==> config.mk <==
export PLATFORM = sky130hd
export DESIGN_NAME = ysyx_25040101_lsu
export DESIGN_NICKNAME = d
export VERILOG_FILES = /design/src/rtl/ysyx_25040101_lsu.sv
export SDC_FILE = /design/constraint.sdc
export NUM_CORES = 1
export LEC_CHECK = 0
export CAP_MARGIN = 10
export CORE_MARGIN = 2
export CORE_UTILIZATION = 48
export CTS_CLUSTER_DIAMETER = 40
export DETAILED_ROUTE_END_ITERATION = 10
export GPL_TIMING_DRIVEN = 0
export PLACE_DENSITY = 0.87
export SETUP_SLACK_MARGIN = 0.1
export SYNTH_ARGS = -nofsm -noshare
export SYNTH_HDL_FRONTEND = slang
export SYNTH_SLANG_ARGS = --single-unit
==> constraint.sdc <==
create_clock -name clk -period 4.7 [get_ports clk]
set_input_delay 0.705 -clock clk [delete_from_list [all_inputs] [get_ports clk]]
set_output_delay 0.705 -clock clk [all_outputs]
set_load 0.1 [all_outputs]
==> src/rtl/ysyx_25040101_lsu.sv <==
// Multi-cycle load/store unit: valid/ready request from execute, valid/ready bus access,
// lane alignment, write strobes, load extension and error reporting.
module ysyx_25040101_lsu #(
  parameter int XLEN   = 32,
  parameter int ADDR_W = 32
) (
  input  logic                clk,
  input  logic                rst,
  input  logic                req_valid_i,
  output logic                req_ready_o,
  input  logic                req_wen_i,
  input  logic [1:0]          req_size_i,
  input  logic                req_unsigned_i,
  input  logic [ADDR_W-1:0]   req_addr_i,
  input  logic [XLEN-1:0]     req_wdata_i,
  output logic                resp_valid_o,
  input  logic                resp_ready_i,
  output logic [XLEN-1:0]     resp_rdata_o,
  output logic                resp_err_o,
  output logic                mem_valid_o,
  input  logic                mem_ready_i,
  output logic [ADDR_W-1:0]   mem_addr_o,
  output logic                mem_wen_o,
  output logic [XLEN-1:0]     mem_wdata_o,
  output logic [XLEN/8-1:0]   mem_wstrb_o,
  input  logic                mem_rsp_valid_i,
  input  logic [XLEN-1:0]     mem_rsp_rdata_i,
  input  logic                mem_rsp_err_i
);
  localparam int SB    = XLEN / 8;
  localparam int OFF_W = $clog2(SB);

  localparam logic [1:0] S_IDLE = 2'd0;
  localparam logic [1:0] S_REQ  = 2'd1;
  localparam logic [1:0] S_WAIT = 2'd2;
  localparam logic [1:0] S_RESP = 2'd3;

  logic [1:0]        state;
  logic              wen;
  logic              uns;
  logic [1:0]        size;
  logic [ADDR_W-1:0] addr;
  logic [XLEN-1:0]   wdata;
  logic [XLEN-1:0]   rdata;
  logic              err;

  logic [OFF_W-1:0]  off;
  logic [OFF_W+2:0]  shamt;
  logic [SB-1:0]     bmask;
  logic [XLEN-1:0]   wmask;
  logic [XLEN-1:0]   raw;
  logic [XLEN-1:0]   ext;
  logic              sign_bit;
  logic              fill;
  logic              bad;

  assign off   = addr[OFF_W-1:0];
  assign shamt = {off, 3'b000};
  assign raw   = mem_rsp_rdata_i >> shamt;
  assign fill  = ~uns & sign_bit;

  // Per-byte view: bmask marks the low nb bytes of a right-aligned operand.
  for (genvar gi = 0; gi < SB; gi++) begin : g_lane
    assign bmask[gi]         = (32'(gi) < (32'd1 << size));
    assign wmask[8*gi +: 8]  = bmask[gi] ? wdata[8*gi +: 8] : 8'h00;
    assign ext[8*gi +: 8]    = bmask[gi] ? raw[8*gi +: 8] : {8{fill}};
  end

  always_comb begin
    case (size)
      2'd0:    sign_bit = raw[7];
      2'd1:    sign_bit = raw[15];
      2'd2:    sign_bit = raw[31];
      default: sign_bit = raw[XLEN-1];
    endcase
  end

  // Size 3 is never legal on a 32-bit build, whatever the address.
  always_comb begin
    case (req_size_i)
      2'd0:    bad = 1'b0;
      2'd1:    bad = req_addr_i[0];
      2'd2:    bad = |req_addr_i[1:0];
      default: bad = (XLEN == 32) || (|req_addr_i[2:0]);
    endcase
  end

  assign req_ready_o  = (state == S_IDLE);
  assign resp_valid_o = (state == S_RESP);
  assign resp_rdata_o = rdata;
  assign resp_err_o   = err;
  assign mem_valid_o  = (state == S_REQ);
  assign mem_wen_o    = mem_valid_o & wen;
  assign mem_addr_o   = mem_valid_o ? {addr[ADDR_W-1:OFF_W], {OFF_W{1'b0}}} : '0;
  assign mem_wdata_o  = mem_wen_o ? (wmask << shamt) : '0;
  assign mem_wstrb_o  = mem_wen_o ? (bmask << off) : '0;

  always_ff @(posedge clk or negedge rst) begin
    if (!rst) begin
      state <= S_IDLE;
      wen   <= 1'b0;
      uns   <= 1'b0;
      size  <= 2'd0;
      addr  <= '0;
      wdata <= '0;
      rdata <= '0;
      err   <= 1'b0;
    end else begin
      case (state)
        S_IDLE: begin
          if (req_valid_i) begin
            wen   <= req_wen_i;
            uns   <= req_unsigned_i;
            size  <= req_size_i;
            addr  <= req_addr_i;
            wdata <= req_wdata_i;
            rdata <= '0;
            err   <= bad;
            state <= bad ? S_RESP : S_REQ;
          end
        end
        S_REQ: begin
          if (mem_ready_i) state <= S_WAIT;
        end
        S_WAIT: begin
          if (mem_rsp_valid_i) begin
            rdata <= (wen || mem_rsp_err_i) ? '0 : ext;
            err   <= mem_rsp_err_i;
            state <= S_RESP;
          end
        end
        default: begin
          if (resp_ready_i) state <= S_IDLE;
        end
      endcase
    end
  end
endmodule

# Yosys cells after proc, flatten, opt, wreduce, memory -nomap -nowiden
# Index checks and enable logic that the tools add are counted.
# op_classes
order_cmp	4
eq_ne	9
shifts	4
mux	26
bitwise_logic	3
n_reduce_logical	10
# ops
op	n
$mux 32	5
$lt 1x32->1 const A	2
$lt 2x32->1 const A	2
$mux 8	8
$pmux 32 s2	1
$shl 1x2->32 const A	1
$shl 32x5->32	1
$shr 32x5->32	1
$mux 2	5
$eq 2x1->1 const B	3
$eq 2x2->1 const B	3
$logic_not 2->1	3
$pmux 2 s3	1
$mux 4	1
$ne 2x2->1 const B	2
$pmux 1 s2	2
$reduce_and 4->1	1
$reduce_bool 4->1	1
$shl 4x2->4	1
$pmux 1 s3	1
$reduce_and 3->1	1
$and 1x1->1	2
$mux 1	2
$ne 2x1->1 const B	1
other kinds (5)	5
# totals
reg_bits	103
input_bits	107
output_inout_bits	105
word_cells	64

# Longest topological paths before layout
# logic_depth
word_depth	7
depth_mapped	7
depth_no_buf	6

# Worst setup path after synthesis
# Ideal clock, no wire load.
# synth_timing
path_kind	reg-to-output
startpoint	register state[1]
endpoint	output mem_wdata_o[24]
t_arrival_ps	4914
t_required_ps	3995
path_slack_ps	-919
path_stages_with_launch	7
n_path_buf	0
path_cell_list	dfrtp_1 inv_1 ha_1 nand2_1 inv_1 o21ai_1 a211oi_1
# synth_between
elab_chain_cells	3
# synth_rtl
element	line_no	source
from (decl)	38	logic [1:0] state;
from (signal assigned)	119	state <= bad ? S_RESP : S_REQ;
$eq 2x1->1	92	assign mem_valid_o = (state == S_REQ);
via mem_valid_o	20	output logic mem_valid_o,
$and 1x1->1	93	assign mem_wen_o = mem_valid_o & wen;
via mem_wen_o	23	output logic mem_wen_o,
$mux 32	95	assign mem_wdata_o = mem_wen_o ? (wmask << shamt) : '0;
to (decl)	24	output logic [XLEN-1:0] mem_wdata_o,
# The timed path passes the listed nets, and every way through them passes these cells.

# Worst setup path in the final report
# layout_timing
startpoint	register state[1]
endpoint	output mem_wdata_o[2]
# layout_between
elab_chain_cells	3
# layout_rtl
element	line_no
$eq 2x1->1	92
$and 1x1->1	93
$mux 32	95
# No other way between the ends.

==> summary.md <==
| Metric | Value |
|---|---|
| Status | completed |
| Die Wd | approximately 110 um |
| Setup bufs post-CTS | 0 |
| Number of max-cap violations | 0 |
| Num ports | ~210 |
| Largest area contributor in the netlist | dfrtp_1 |
| Final Hold Viols | 0 |
| Async set or reset register ratio after synthesis | 1.00 |
| Syn avg cell area | approximately 11 um^2 |
| Overall routing resource usage | 0.278 |
| # diodes | 0 |
| 1st-iter DRT viols | 304 |
| Pins Over Slew Limit | 0 |
| Pre-Repair DR Iteration Count | 5 |
| Synth Register Bits | a little over 100 |
| Kind of critical path | reg2out |
| Synth cell types | 40 |
| Most common flop cell mapped by yosys | dfrtp_1 |
| PortBufs | between 200 and 250 |
| EDFF count, synth | 0 |
| Final design utilization | 0.724 |
| Area contributors post-synth | dfrtp_1 (48%), mux2_1 (16%), and2_1 (4.5%) |
| Final setup violation count | 0 |
| Die area | approximately 12000 um^2 |
| Layout Nets | 816 |
| Via count | just under 5000 |
| Post-route ant nets | 0 |
| Top cell type's share of synthesized area | 0.480 |
| CP Max Fanout | 10 |
| FMAX | approximately 240 MHz |
| Core box area | between 10000 and 15000 um^2 |
| Rows | 38 |
| Fin crit period | between 4 and 5 ns |
| Crit. End Element | output pin |
| Ratio of cells with drive above 1 in the final layout | 0.0803 |
| Total CTS buffers | 9 |
| Layout area overhead | 46.7% |
| Power per cell area | between 700 and 800 nW/um^2 |
| Final wirelength | around 16000 um |
| Top cells by instance count after synthesis | dfrtp_1 (103), mux2_1 (76), a21oi_1 (40) |
| Final cell count without fillers | 850 |
| Post-Synthesis Cells | approximately 480 |
| Post-CTS Hold Buffers | 0 |
| Hold slack | approximately 0.40 ns |
| Most numerous cell in the Yosys netlist | dfrtp_1 |
| Reg-to-Reg Start | state[0]$_DFFE_PN0P_ |
| Avg WL per Cell | approximately 19 um |
| Drt drc | 0 |
| Hold WC Path Type | in2async |
| Syn Std Cell Area | ~5400 um^2 |
| Pleak | about 0.0033 uW |
| CTS H-tree depth | 3 |
| Critical Path RT | 3.99 ns |
| DIE HEIGHT | approximately 110 um |
| # placed instances | 834 |
| Worst r2r dst | resp_rdata_o[31]$_DFFE_PN0P_ |
| Post-synthesis sequential area ratio | 0.480 |
| CTS tree | yes |
| Final RePlAce weighted congestion | 0.908 |
| Vias in the first global route | between 5000 and 6000 |
| Clock sink total | ~100 |
| Unrepaired setup endpoints after global routing | false |
| Flop2flop setup slack | between 2 and 3 ns |
| Worst-margin pin slew | 1.01 ns |
| VDD IR max | ~0.55 mV |
| Pwr Total | roughly 6000 uW |
| Clk buf depth | 2 |
| Fin crit share | 0.901 |
| Total gr overflow | 0 |
| Initial antenna violation count | 0 |
| CP Launch Type | register |
| Worst r2r path cells | 7 |
| Post-CTS sizing | 0 |
| Critical Path AT | roughly 3.5 ns |
| Hpwl dp | roughly 13000 um |
| Clock Skew | about 0.0065 ns |
| Post-DR vias/cell | roughly 5.7 |
| Clock latency on the worst-skew pair | roughly 0.36 ns |
| Slew margin rel. | 0.323 |
| First-pass GRT wire length | between 20000 and 30000 um |
| CTS Root Buffer Type | clkbuf_8 |
| Starting Density | 0.494 |
| Largest net degree at the start of global routing | between 50 and 60 |
| Clock-pin slew of the registers on the worst-case setup and hold paths | 0.10 ns |
| Yosys warns | 0 |
==> where the power goes <==
part	switching (uW)	internal, uW
sequential	279	1260
combinational	2790	1120
clock	299	208
==> stage by stage <==
step / worst slack (ns) / setup TNS (ns) / instance area [um^2]
2_1_floorplan: -0.116 / -0.929 / 5420
3_3_place_gp: -0.828 / -84.76 / 7690
3_5_place_dp: 0.851 / 0 / 7710
4_1_cts: 0.419 / 0 / 7880
5_1_grt: 0.231 / 0 / 7880
6_report: 0.467 / 0 / 7880
==> layout by cell type (no fill, tap or decap), drive strengths merged <==
master	n
a211oi	18
a21o	1
a21oi	40
a221o	24
a221oi	1
a31oi	2
and2	39
and3	1
and4b	1
and4bb	1
buf	28
clkbuf	24
clkdlybuf4s50	208
clkinv	3
conb	2
dfrtp	103
ha	4
inv	5
mux2	79
mux2i	16
nand2	20
nand2b	3
nand3	8
nor2	33
nor2b	10
nor3b	1
nor4	2
nor4b	1
o211ai	1
o21ai	25
o21bai	1
o32ai	1
or2	2
or3	1
xor2	1
==> cell type report <==
cell class,count,area [um^2]
clock inverter,3,18.8
clock buffer,13,149
buffer,37,190
multi-input combinational,339,2640
inverter,5,18.8
sequential,103,2580
fill,800,3010
tap,140,175
timing repair buffer,210,2120
==> how the worst max path moves through the flow <==
stage	startpoint	end	cells after the start
2_1_floorplan	state[1]$_DFFE_PN0P_	mem_wdata_o[24]	6
3_3_place_gp	rst	wdata[24]$_DFFE_PN0P_	1
3_5_place_dp	state[1]$_DFFE_PN0P_	mem_wdata_o[1]	8
4_1_cts	state[1]$_DFFE_PN0P_	mem_wdata_o[2]	8
5_1_grt	state[1]$_DFFE_PN0P_	mem_wdata_o[2]	8
6_report	state[1]$_DFFE_PN0P_	mem_wdata_o[2]	8
==> state kept, by name, indices dropped and copies added (netlist names) <==
name	flops
uns	1
resp_err_o	1
wen	1
addr	32
state	2
wdata	32
resp_rdata_o	32
size	2
==> layer usage <==
metal,track usage,share of wire
met5,0,0
met4,0.0931,0.024
met3,0.0533,0.085
met2,0.486,0.50
met1,0.343,0.39
==> cell families (layout without fill, tap and decap cells) <==
group	Yosys count	after routing	synth area share
and+or+nand+nor	123	123	0.133
AOI/OAI and AO/OA	114	114	0.141
DFF	103	103	0.480
muxes	95	95	0.195
buffers and inverters	42	268	0.0389
adders and majority gates	4	4	0.00931
other	1	2	0.000698
xor gates and xnor gates	1	1	0.00163
==> critical path, stage by stage (launching register included) <==
cell             delay [ns]
dfrtp_1                0.43
inv_1                  0.10
ha_1                   0.31
nand2_1                0.19
or2_1                  0.24
clkbuf_1               0.24
nor2_2                 0.32
and2_1                 0.19
clkdlybuf4s50_1        1.14
Note: power is estimated with default switching activity, not from simulation.
